## src/rtl/ack_retransmit_ctrl_pkg.sv

```systemverilog
// Shared types and default parameters for the alternating-bit ACK/retransmit
// controller.
//   ack_ctrl_state_t        : controller FSM state encoding
//   *_DEF localparams       : default timeout, retry limit and ACK counter width
package ack_retransmit_ctrl_pkg;

  typedef enum logic [2:0] {
    IDLE      = 3'd0,
    LAUNCH    = 3'd1,
    WAIT_DONE = 3'd2,
    WAIT_ACK  = 3'd3,
    FAIL      = 3'd4
  } ack_ctrl_state_t;

  localparam int unsigned ACK_TIMEOUT_CYCLES_DEF = 1000;
  localparam int unsigned MAX_RETRIES_DEF        = 8;
  localparam int unsigned CNT_WIDTH_DEF          = 4;

endpackage

```

## src/rtl/ack_retransmit_ctrl_counter.sv

```systemverilog
// Generic loadable up/down counter, used here as the ACK timeout timer.
// Ports:
//   clk, rst_l : clock, synchronous active-low reset (q_o -> 0)
//   load_i     : load d_i (takes priority over en_i)
//   en_i       : count enable
//   up_i       : 1 = increment, 0 = decrement
//   d_i        : load value
//   q_o        : current count
module ack_retransmit_ctrl_counter #(
  parameter int W = 4
) (
  input  logic         clk,
  input  logic         rst_l,
  input  logic         load_i,
  input  logic         en_i,
  input  logic         up_i,
  input  logic [W-1:0] d_i,
  output logic [W-1:0] q_o
);

  always_ff @(posedge clk) begin
    if (!rst_l) begin
      q_o <= '0;
    end else if (load_i) begin
      q_o <= d_i;
    end else if (en_i) begin
      q_o <= up_i ? q_o + W'(1) : q_o - W'(1);
    end
  end

endmodule

```

## src/rtl/ack_retransmit_ctrl.sv

```systemverilog
// Sender-side stop-and-wait (alternating-bit) controller. Launches a packet
// through the Sender, waits for a Receiver ACK carrying the matching sequence
// bit, retransmits on timeout and declares link failure after MAX_RETRIES
// consecutive timeouts on one packet.
// Ports:
//   clk, rst_l        : clock, synchronous active-low reset
//   link_en           : low aborts any transfer (except FAIL) back to IDLE
//   update_data       : level request to send the current game state
//   send_done         : Sender finished shifting the packet out (pulse)
//   ack_received      : Receiver decoded an ACK (pulse), ack_seqNum its bit
//   clear_fail        : leave FAIL back to IDLE
//   send_start        : one-cycle launch pulse to the Sender
//   sender_seqNum     : sequence bit embedded in the packet
//   busy / link_fail  : status flags
//   retry_cnt         : timeouts seen on the current packet
//   acks_received_cnt : matching ACKs accepted (wraps)
//   dbg_state         : current FSM state for observation
// Handshakes: there is no back-pressure anywhere. send_start, send_done and
// ack_received are single-cycle strobes that are acted on in the cycle they
// are high and only in the state that expects them; elsewhere they are dropped.
module ack_retransmit_ctrl
  import ack_retransmit_ctrl_pkg::*;
#(
  parameter int ACK_TIMEOUT_CYCLES = ACK_TIMEOUT_CYCLES_DEF,
  parameter int MAX_RETRIES        = MAX_RETRIES_DEF,
  parameter int CNT_WIDTH          = CNT_WIDTH_DEF,
  localparam int RW = $clog2(MAX_RETRIES + 1)
) (
  input  logic                 clk,
  input  logic                 rst_l,
  input  logic                 link_en,
  input  logic                 update_data,
  input  logic                 send_done,
  input  logic                 ack_received,
  input  logic                 ack_seqNum,
  input  logic                 clear_fail,
  output logic                 send_start,
  output logic                 sender_seqNum,
  output logic                 busy,
  output logic                 link_fail,
  output logic [RW-1:0]        retry_cnt,
  output logic [CNT_WIDTH-1:0] acks_received_cnt,
  output ack_ctrl_state_t      dbg_state
);

  localparam int TW = (ACK_TIMEOUT_CYCLES > 1) ? $clog2(ACK_TIMEOUT_CYCLES) : 1;

  ack_ctrl_state_t      state_q;
  logic                 seq_q;
  logic                 pending_q;
  logic                 send_start_q;
  logic                 busy_q;
  logic                 link_fail_q;
  logic [RW-1:0]        retry_q;
  logic [CNT_WIDTH-1:0] acks_q;
  logic [TW-1:0]        timer_q;

  logic          ack_valid;
  logic          timeout;
  logic [RW-1:0] retry_inc;
  logic          timer_load;
  logic          timer_en;

  assign ack_valid = ack_received && (ack_seqNum == seq_q);
  assign timeout   = (timer_q == TW'(ACK_TIMEOUT_CYCLES - 1));
  assign retry_inc = retry_q + RW'(1);

  // The timer is held at zero whenever we are not waiting for an ACK, so it
  // always starts from 0 on entry to WAIT_ACK and is cleared by an abort.
  assign timer_load = (state_q != WAIT_ACK) || !link_en;
  assign timer_en   = (state_q == WAIT_ACK);

  ack_retransmit_ctrl_counter #(.W(TW)) u_timer (
    .clk    (clk),
    .rst_l  (rst_l),
    .load_i (timer_load),
    .en_i   (timer_en),
    .up_i   (1'b1),
    .d_i    ('0),
    .q_o    (timer_q)
  );

  always_ff @(posedge clk) begin
    if (!rst_l) begin
      state_q      <= IDLE;
      seq_q        <= 1'b0;
      pending_q    <= 1'b0;
      send_start_q <= 1'b0;
      busy_q       <= 1'b0;
      link_fail_q  <= 1'b0;
      retry_q      <= '0;
      acks_q       <= '0;
    end else begin
      send_start_q <= 1'b0;

      // Requests during a transfer coalesce into a single pending flag.
      if (update_data && (state_q inside {LAUNCH, WAIT_DONE, WAIT_ACK})) begin
        pending_q <= 1'b1;
      end

      case (state_q)
        IDLE: begin
          if (link_en && (update_data || pending_q)) begin
            state_q      <= LAUNCH;
            send_start_q <= 1'b1;
            busy_q       <= 1'b1;
            pending_q    <= 1'b0;
          end
        end
        LAUNCH: begin
          state_q <= WAIT_DONE;
        end
        WAIT_DONE: begin
          if (send_done) begin
            state_q <= WAIT_ACK;
          end
        end
        WAIT_ACK: begin
          // A valid ACK beats a timeout landing in the same cycle.
          if (ack_valid) begin
            state_q <= IDLE;
            busy_q  <= 1'b0;
            seq_q   <= ~seq_q;
            acks_q  <= acks_q + CNT_WIDTH'(1);
            retry_q <= '0;
          end else if (timeout) begin
            retry_q <= retry_inc;
            if (retry_inc == RW'(MAX_RETRIES)) begin
              state_q     <= FAIL;
              link_fail_q <= 1'b1;
              pending_q   <= 1'b0;
            end else begin
              state_q      <= LAUNCH;
              send_start_q <= 1'b1;
            end
          end
        end
        FAIL: begin
          if (clear_fail) begin
            state_q     <= IDLE;
            busy_q      <= 1'b0;
            link_fail_q <= 1'b0;
            retry_q     <= '0;
          end
        end
        default: begin
          state_q <= IDLE;
          busy_q  <= 1'b0;
        end
      endcase

      // Abort overrides everything outside FAIL; sequence bit and ACK count
      // survive so the peer stays in step.
      if (!link_en && (state_q != FAIL)) begin
        state_q      <= IDLE;
        busy_q       <= 1'b0;
        send_start_q <= 1'b0;
        pending_q    <= 1'b0;
        retry_q      <= '0;
      end
    end
  end

  assign send_start        = send_start_q;
  assign sender_seqNum     = seq_q;
  assign busy              = busy_q;
  assign link_fail         = link_fail_q;
  assign retry_cnt         = retry_q;
  assign acks_received_cnt = acks_q;
  assign dbg_state         = state_q;

endmodule

```

## config.mk

```make
export PLATFORM = sky130hd
export DESIGN_NAME = ack_retransmit_ctrl
export DESIGN_NICKNAME = d
export VERILOG_FILES = /design/src/rtl/ack_retransmit_ctrl_pkg.sv /design/src/rtl/ack_retransmit_ctrl_counter.sv /design/src/rtl/ack_retransmit_ctrl.sv
export SDC_FILE = /design/constraint.sdc
export NUM_CORES = 1
export LEC_CHECK = 0
export CAP_MARGIN = 20
export CORE_ASPECT_RATIO = 1.1
export CORE_MARGIN = 1.5
export CORE_UTILIZATION = 31
export DETAILED_ROUTE_END_ITERATION = 6
export PLACE_DENSITY = 0.59
export SLEW_MARGIN = 20
export SYNTH_ARGS = -nofsm -noshare
export SYNTH_HDL_FRONTEND = slang
export SYNTH_SLANG_ARGS = --single-unit
```

## constraint.sdc

```tcl
create_clock -name clk -period 1.57 [get_ports clk]
set_clock_uncertainty 0.05 [all_clocks]
set_input_delay 0.157 -clock clk [delete_from_list [all_inputs] [get_ports clk]]
set_output_delay 0.157 -clock clk [all_outputs]
set_load 0.01 [all_outputs]
```

## After elaboration in Yosys (flattened, before gate mapping)

Index checks and enable logic that the tools add are counted.

| storage, ports and cells | value |
|---|---|
| bits in latches | 0 |
| memories | 0 |
| register bits | 26 |
| bits of input ports | 8 |
| logic and storage cells | 80 |
| bits in writable memories | 0 |
| ROM bits | 0 |

| operators by class | value |
|---|---|
| $add $sub $neg | 3 |
| bitwise operators | 3 |
| order comparisons | 0 |
| mux-type cells | 30 |
| shifts and indexed selects | 0 |
| reduce and logical (&&, ||, !) cells | 18 |
| eq/ne operators | 17 |
| divide/modulo/power cells | 0 |
| multipliers | 0 |

Operators by type and width:

| kind | count |
|---|---|
| 3-bit 2-to-1 mux | 6 |
| 1-bit 2-to-1 mux | 15 |
| 3-bit case mux with 5 select lines | 1 |
| 4-bit 2-to-1 mux | 3 |
| 2-bit != test (second input constant) | 6 |
| 10-bit by 1-bit adder with 10-bit output (second input constant) | 1 |
| 10-bit equality test (second input constant) | 1 |
| 4-bit by 1-bit adder with 4-bit output (second input constant) | 2 |
| 4-bit case mux with 2 select lines | 1 |
| 4-bit AND reduction | 2 |
| 3-bit by 2-bit equality test with 1-bit output (second input constant) | 2 |
| 3-bit != test (second input constant) | 2 |
| 1-bit case mux with 2 select lines | 3 |
| 2-bit OR reduction | 3 |
| 5-bit AND reduction | 1 |
| 4-bit equality test (second input constant) | 1 |
| 1-bit logical AND | 4 |
| 1-bit case mux with 4 select lines | 1 |
| 3-bit by 1-bit equality test with 1-bit output (second input constant) | 1 |
| 3-bit equality test (second input constant) | 1 |
| 3-bit logical NOT | 1 |
| 3-bit by 2-bit != test with 1-bit output (second input constant) | 1 |
| 1-bit inverter | 3 |
| 3-bit AND reduction | 1 |
| other kinds (7) | 8 |

## Depth between registers and ports, before layout

| depth | value |
|---|---|
| word-level depth | 8 |
| depth in mapped cells | 6 |
| gate-level depth less buffers | 5 |

## Cells and area by module

Synthesis repeated with hierarchy kept, for this count alone.

| second synthesis, totals | value |
|---|---|
| cells, all modules | 205 |
| area total of the unflattened synthesis | 1,762.9 sq um |

By module, submodules not included:

| module | sequential area each (sq um) | times used | area each (sq um) | cells each |
|---|---|---|---|---|
| ack_retransmit_ctrl | 320.3 | 1 | 927.1 | 101 |
| ack_retransmit_ctrl_counter | 200.2 | 1 | 835.8 | 104 |

## Worst setup path after synthesis

OpenSTA, ideal clock, no wires.

| timing | value |
|---|---|
| kind | register to register |
| start point | register u_timer.q_o[0] |
| end point | register retry_q[1] (netlist: retry_cnt[1]) |
| stages on the path, launching flop included | 6 |
| setup slack | 0.027 ns |
| data arrival time | 1.421 ns |
| cell sequence | dfxtp_1 -> ha_1 -> nand4b_1 -> or3_1 -> a22oi_4 -> mux2i_1 |

| between the ends | value |
|---|---|
| word-level cells in the longest chain between the ends | 3 |

RTL lines:

| element | line | text |
|---|---|---|
| from (decl) | ack_retransmit_ctrl_counter.sv:18 | `output logic [W-1:0] q_o` |
| from (signal assigned) | ack_retransmit_ctrl_counter.sv:25 | `q_o <= d_i;` |
| from (signal assigned) | ack_retransmit_ctrl_counter.sv:27 | `q_o <= up_i ? q_o + W'(1) : q_o - W'(1);` |
| 10-bit equality test | ack_retransmit_ctrl.sv:65 | `assign timeout = (timer_q == TW'(ACK_TIMEOUT_CYCLES - 1));` |
| 3-bit != test (no source line) | n/a |  |
| 3-bit AND reduction (no source line) | n/a |  |
| to (signal assigned) | ack_retransmit_ctrl.sv:127 | `retry_q <= retry_inc;` |
| to (decl) | ack_retransmit_ctrl.sv:54 | `logic [RW-1:0] retry_q;` |

No other way between the ends.
A chain may end at the register's enable or synchronous reset.

## Worst setup path in the final report

Ends and elaborated chain as after synthesis.

==> summary.md <==
| Metric | Value |
|---|---|
| Root Driver | clkbuf_8 |
| Dpl hpwl | roughly 2300 µm |
| Clock buffer depth | 2 |
| Register bit count reported by yosys | 26 |
| Number of synthesized flops with an enable pin | 0 |
| Ys async rst share | 0% |
| Grt ovf | 0 |
| Final Power | 1.125 mW |
| Htree depth | 1 |
| Placed Cells incl. Taps | around 240 |
| Area grow syn2layout | 39.42% |
| Largest net degree at the start of global routing | 14 |
| Layout cells sized above 1 | 24.74% |
| VDD IR-drop max | between 0.4 and 0.5 mV |
| YS warnings | 0 |
| Startpoint Class | flip-flop |
| Post-Syn Area | ~1300 µm² |
| Final antenna-violating net count | 0 |
| WL/cell | ~13 µm |
| Achievable Freq | ~0.65 GHz |
| Worst min path class | reg -> reg |
| Top_reg_cell synth | dfxtp_1 |
| First drt pass iteration count | 4 |
| Period Utilization, post-route | 97.95% |
| Power Density | ~600 nW/µm² |
| Final Hold Viols | 0 |
| Clk_lat worst skew | between 200 and 300 ps |
| Full die area | about 4700 µm² |
| Worst path arrival time | between 1500 and 2000 ps |
| Multi-input gate area | about 800 µm² |
| Diode count | 0 |
| Max cap viols | 0 |
| CP max FO | 4 |
| Gr usage total | ~15% |
| Worst Path Required | between 1500 and 2000 ps |
| CTS Hold Buffers Added | 0 |
| Pleak | about 0.72 nW |
| Ranking of synthesized cells by area | dfxtp_1, xnor2_1, nor2_1, nand4_1, ha_1 |
| FILL cells | just under 400 |
| Clock-pin slew on the worst setup and hold paths | ~90 ps |
| Nets@finish | 203 |
| FP Rows | 24 |
| Final setup violation count | 0 |
| Mapped Nets | 155 |
| Min cycle time layout | ~1500 ps |
| Port bufs | 22 |
| Most common cell in the netlist | dfxtp_1 |
| RePlAce Congestion | 0.7779 |
| Ports | 23 |
| Setup crit end kind | flip-flop |
| Max Slew Vio Count | 0 |
| Starting Density | 33.12% |
| Most frequent cells after synthesis | dfxtp_1, nor2_1, nand2_1, nand4_1, xnor2_1 |
| Final wirelength | ~3100 µm |
| Detailed-route DRC error count | 0 |
| FF/Latch Area | around 530 µm² |
| Clk sinks | 26 |
| Initial antenna violation count | 0 |
| Post-synth top area share | between 30% and 40% |
| CTS buffer count | 3 |
| Min Hold Slack | around 440 ps |
| First-pass GRT wire length | between 5000 and 6000 µm |
| Worst setup path category | reg -> reg |
| CORE AREA | around 4100 µm² |
| Die H | roughly 70 µm |
| Vias in the first global route | 1186 |
| Syn Area/Cell | approximately 9.3 µm² |
| Post-Synthesis Cells | between 100 and 150 |
| Worst Max-Slew Pin Slew | 456.9 ps |
| Top cell type by total area after synthesis | dfxtp_1 |
| RSZ-0062 raised after global routing | yes |
| Normalized max-slew margin | between 60% and 70% |
| Avg Vias per Cell | approximately 5 |
| First DRT Iteration DRCs | 40 |
| Via count | ~1200 |
| CTS tree | built |
| Status | finished, final reports clean |
| Post-Layout Cell Count | ~240 |
| Die W | around 66 µm |
| Sequential share of the synthesized area | between 30% and 40% |
| Synth cell types | 44 |
[sequential cells by signal (all words and copies together) (netlist names)]
register and cells:
acks_received_cnt 4, busy 1, dbg_state 3, link_fail 1, pending_q 1, retry_cnt 4, send_start 1, sender_seqNum 1
u_timer.q_o 10
[report_power, final]
group	switching (mW)	internal (mW)	leakage [nW]
logic	0.0391	0.0482	0.483
registers	0.00422	0.663	0.213
clock network	0.199	0.172	0.0216
total	0.242	0.883	0.717
[per-stage QoR]
stage	area (µm²)	setup slack, ps	TNS [ps]	util, %
global placement	1777	-133.0	-771.5	43.83
CTS	1824	-34.36	-34.36	45.00
floorplan	1343	27.43	0	-
finish	1872	32.24	0	46.17
detailed placement	1777	-141.1	-872.0	43.83
global route	1872	-69.85	-179.6	46.17
[routing by layer]
layer	up-vias	share of wire [%]	track usage, %
li1	618	-	-
met1	573	47	18.94
met2	22	48	24.35
met3	2	3.8	2.481
met4	0	0.78	4.861
met5	-	0	0
[cell usage in the layout, fill, tap and decap left out, types with 2 or more instances in the layout]
master | synthesis | routed
nor2_1 | 15 | 15
clkdlybuf4s50_1 | 0 | 22
o21ai_0 | 6 | 6
nor2b_1 | 2 | 2
nor4_1 | 3 | 3
and3_1 | 2 | 2
dfxtp_2 | 0 | 6
xor2_1 | 4 | 4
inv_1 | 2 | 2
and2_1 | 3 | 3
a21boi_1 | 1 | 2
ha_1 | 3 | 2
dfxtp_1 | 26 | 20
o211ai_1 | 3 | 3
nand2_1 | 10 | 10
clkbuf_8 | 0 | 3
o21a_1 | 3 | 3
nand4b_1 | 3 | 3
a21oi_1 | 6 | 6
xnor2_1 | 7 | 7
nand4_1 | 7 | 7
nand3_1 | 5 | 5
mux2i_1 | 2 | 2
buf_4 | 1 | 26
and3b_1 | 2 | 2
nor3_1 | 3 | 3
[critical path, cell delays in order (launching register included)]
cell      delay [ps]
dfxtp_2          360
ha_4             140
nand4b_1         110
or3_4            380
a22oi_4          220
mux2i_1          210
[cells by family after synthesis]
family	share of synthesized area, %
and+or+nand+nor	29.36
AOI/OAI and AO/OA	15.38
DFF	38.77
xor gates and xnor gates	8.388
buffers and inverters	3.821
adders and majority gates	2.796
muxes	1.491
[final timing paths]
kind	startpoint	to	slack [ps]	cells past startpoint
setup / recovery	u_timer.q_o[0]$_SDFFE_PP0N_	retry_cnt[1]$_SDFFE_PP0P_	30	5
hold / removal	acks_received_cnt[3]$_SDFFE_PN0P_	acks_received_cnt[3]$_SDFFE_PN0P_	440	2
setup reg to reg	u_timer.q_o[0]$_SDFFE_PP0N_	retry_cnt[1]$_SDFFE_PP0P_	30	5
hold reg to reg	acks_received_cnt[3]$_SDFFE_PN0P_	acks_received_cnt[3]$_SDFFE_PN0P_	440	2
[repair_timing]
| action | in CTS | in global routing |
|---|---|---|
| endpoints found under the setup margin | 5 | 13 |
| gates resized for setup | 2 | 9 |
| pin swaps | 1 | 3 |
| buffers inserted | 0 | 3 |
[area by class of cell]
type | count | share of cell area [%]
Multi-Input combinational cell | 110 | 42.45
Sequential cell | 26 | 28.21
Timing Repair Buffer | 49 | 23.26
Tap cell | 52 | 3.476
Clock buffer | 3 | 2.206
Inverter | 2 | 0.4011
(Power assumes the default switching activity.)
==> edit (config.mk and constraints unchanged) <==
Set the package constant `ACK_TIMEOUT_CYCLES_DEF` to 500 (it was 1000).
--- a/src/rtl/ack_retransmit_ctrl_pkg.sv
+++ b/src/rtl/ack_retransmit_ctrl_pkg.sv
@@ -13,5 +13,5 @@
   } ack_ctrl_state_t;
 
-  localparam int unsigned ACK_TIMEOUT_CYCLES_DEF = 1000;
+  localparam int unsigned ACK_TIMEOUT_CYCLES_DEF = 500;
   localparam int unsigned MAX_RETRIES_DEF        = 8;
   localparam int unsigned CNT_WIDTH_DEF          = 4;
Behaviour: same outputs for any inputs over 10 cycles, from zero or initial values and one cycle with rst_l low; that may be too few to reach the edited logic, so the function may still have changed.
==> edit against the unedited design <==
First-iteration DRC count up 15%. The flow now finishes with violations (setup timing). Setup slack worse by 0.13 ns. Sequential cell count down 1. Power down 3.0%. Core utilization up 3.2 points. Final area down 2.8%. Wire length down 0.42%. Area after synthesis down 11%.
==> edit: results (changes against the unedited design) <==
status=complete, but fails checks; violated checks=setup timing; layout cells sized above 1=0.3122 (+0.06480); max FFs per register=9 (-1); Peak VDD IR=0.3274 mV (-28%); area share of fa/ha/maj cells after synthesis=0.03138 (+0.003422); dpl cell area=1684 um^2 (-5.2%); Vias per Instance=4.933 (-1.7%); GP Congestion=0.8033 (+3.3%); Compound-Gate Fraction of Synth Area=0.1674 (+0.01359); worst skew pair latency=0.26 ns (about the same); slew margin rel.=0.7789 (+0.08664); setup TNS=-0.2155 ns (-0.2155 ns); Layout Nets=201 (-0.99%); # diodes=0 (unchanged); global-route wire length before repair=4892 um (-11%); FILL cells=392 (-1.0%); endpoints failing setup=5 (+5); synth cell count leaders=25 x dfxtp_1, 16 x nor2_1, 8 x a21oi_1, 8 x nand2_1, 8 x o21ai_0; Post-Synth XOR/XNOR Area=0.06590 (-0.01798); WP data arrival=1.78 ns (+0.09 ns); Pleak=0.6799 nW (-5.2%); total global-route track usage=0.1452 (-0.0004110); max-slew violations=0 (unchanged); Seq/Total Area, Yosys=0.4184 (+0.03071); depth of the CTS H-tree=1 (unchanged); Syn Nets=146 (-5.8%); Synth cell types=42 (-4.5%); post-route worst setup slack=-0.09451 ns (-0.1268 ns); final WL=3046 um (-0.42%); Detail Placement HPWL=2344 um (about the same); Iter 0 DRT Violations=46 (+15%); crit path max fanout=3 (-1); top cells by area, synth=dfxtp_1 42%, nor2_1 5.0%, xnor2_1 3.7%, a21oi_1 3.3%, o21ai_0 3.3%; post-synthesis mux area share=0.02510 (+0.01019); vias in the first global route=1158 (-2.4%)
-- edit: final timing paths --
kind / startpoint / endpoint / slack [ns] / cells past startpoint
hold / removal: link_fail / link_fail / 0.43 / 2
setup reg to reg: u_timer.q_o[0] / pending_q / -0.09 / 5
setup / recovery: u_timer.q_o[0] / pending_q / -0.09 / 5
hold reg to reg: link_fail / link_fail / 0.43 / 2
-- edit: per-layer routing --
metal / GRT usage / routed length (um) / vias up
li1: - / - / 594
met1: 0.1653 / 1330 / 571
met2: 0.2731 / 1655 / 12
met3: 0.02303 / 42 / 2
met4: 0.06667 / 19 / 0
met5: 0 / 0 / -
-- edit: cell type report --
type                       instances  share of cell area
clock buffer                       4             0.02476
inverter                           7             0.01444
multi-input combinational        100              0.3948
sequential                        25              0.2840
tap                               50             0.03439
timing repair buffer              53              0.2476
-- edit: what timing repair did --
action                     in CTS  in global routing
pin swaps                       1                  3
buffers inserted                1                  4
resized for setup               5                 10
cloned                          0                  0
setup endpoints to repair       8                 12
hold buffers                    0                  0
-- edit: worst max-delay path, cell delays in order (launching register included) --
cell and delay, ns:
dfxtp_2 0.36, ha_4 0.14, nand2_2 0.05, or4_4 0.44
a2111o_1 0.35, and3_1 0.17
-- edit: logic make-up (layout without fill, tap and decap cells) --
kind of cell | after synthesis | count (layout)
compound gates | 31 | 31
flops | 25 | 25
fa+ha+maj | 3 | 3
buf+inv | 10 | 64
xor+xnor | 9 | 9
simple gates | 54 | 54
mux | 3 | 3
-- edit: stage by stage --
step                      std cells  worst slack (ns)  utilization
after floorplan                 135          -0.02863            -
after global placement          230           -0.1710       0.4572
after detailed placement        230           -0.2021       0.4572
after CTS                       235          -0.08810       0.4772
after global routing            239           -0.1427       0.4939
final                           239          -0.09451       0.4939
-- edit: power by group --
part	total [W]	internal (W)	switching, W	leakage, nW
registers	0.000637	0.000634	0.00000296	0.207
logic	0.0000771	0.0000434	0.0000337	0.450
clock network	0.000377	0.000181	0.000196	0.0228
total	0.00109	0.000858	0.000233	0.680
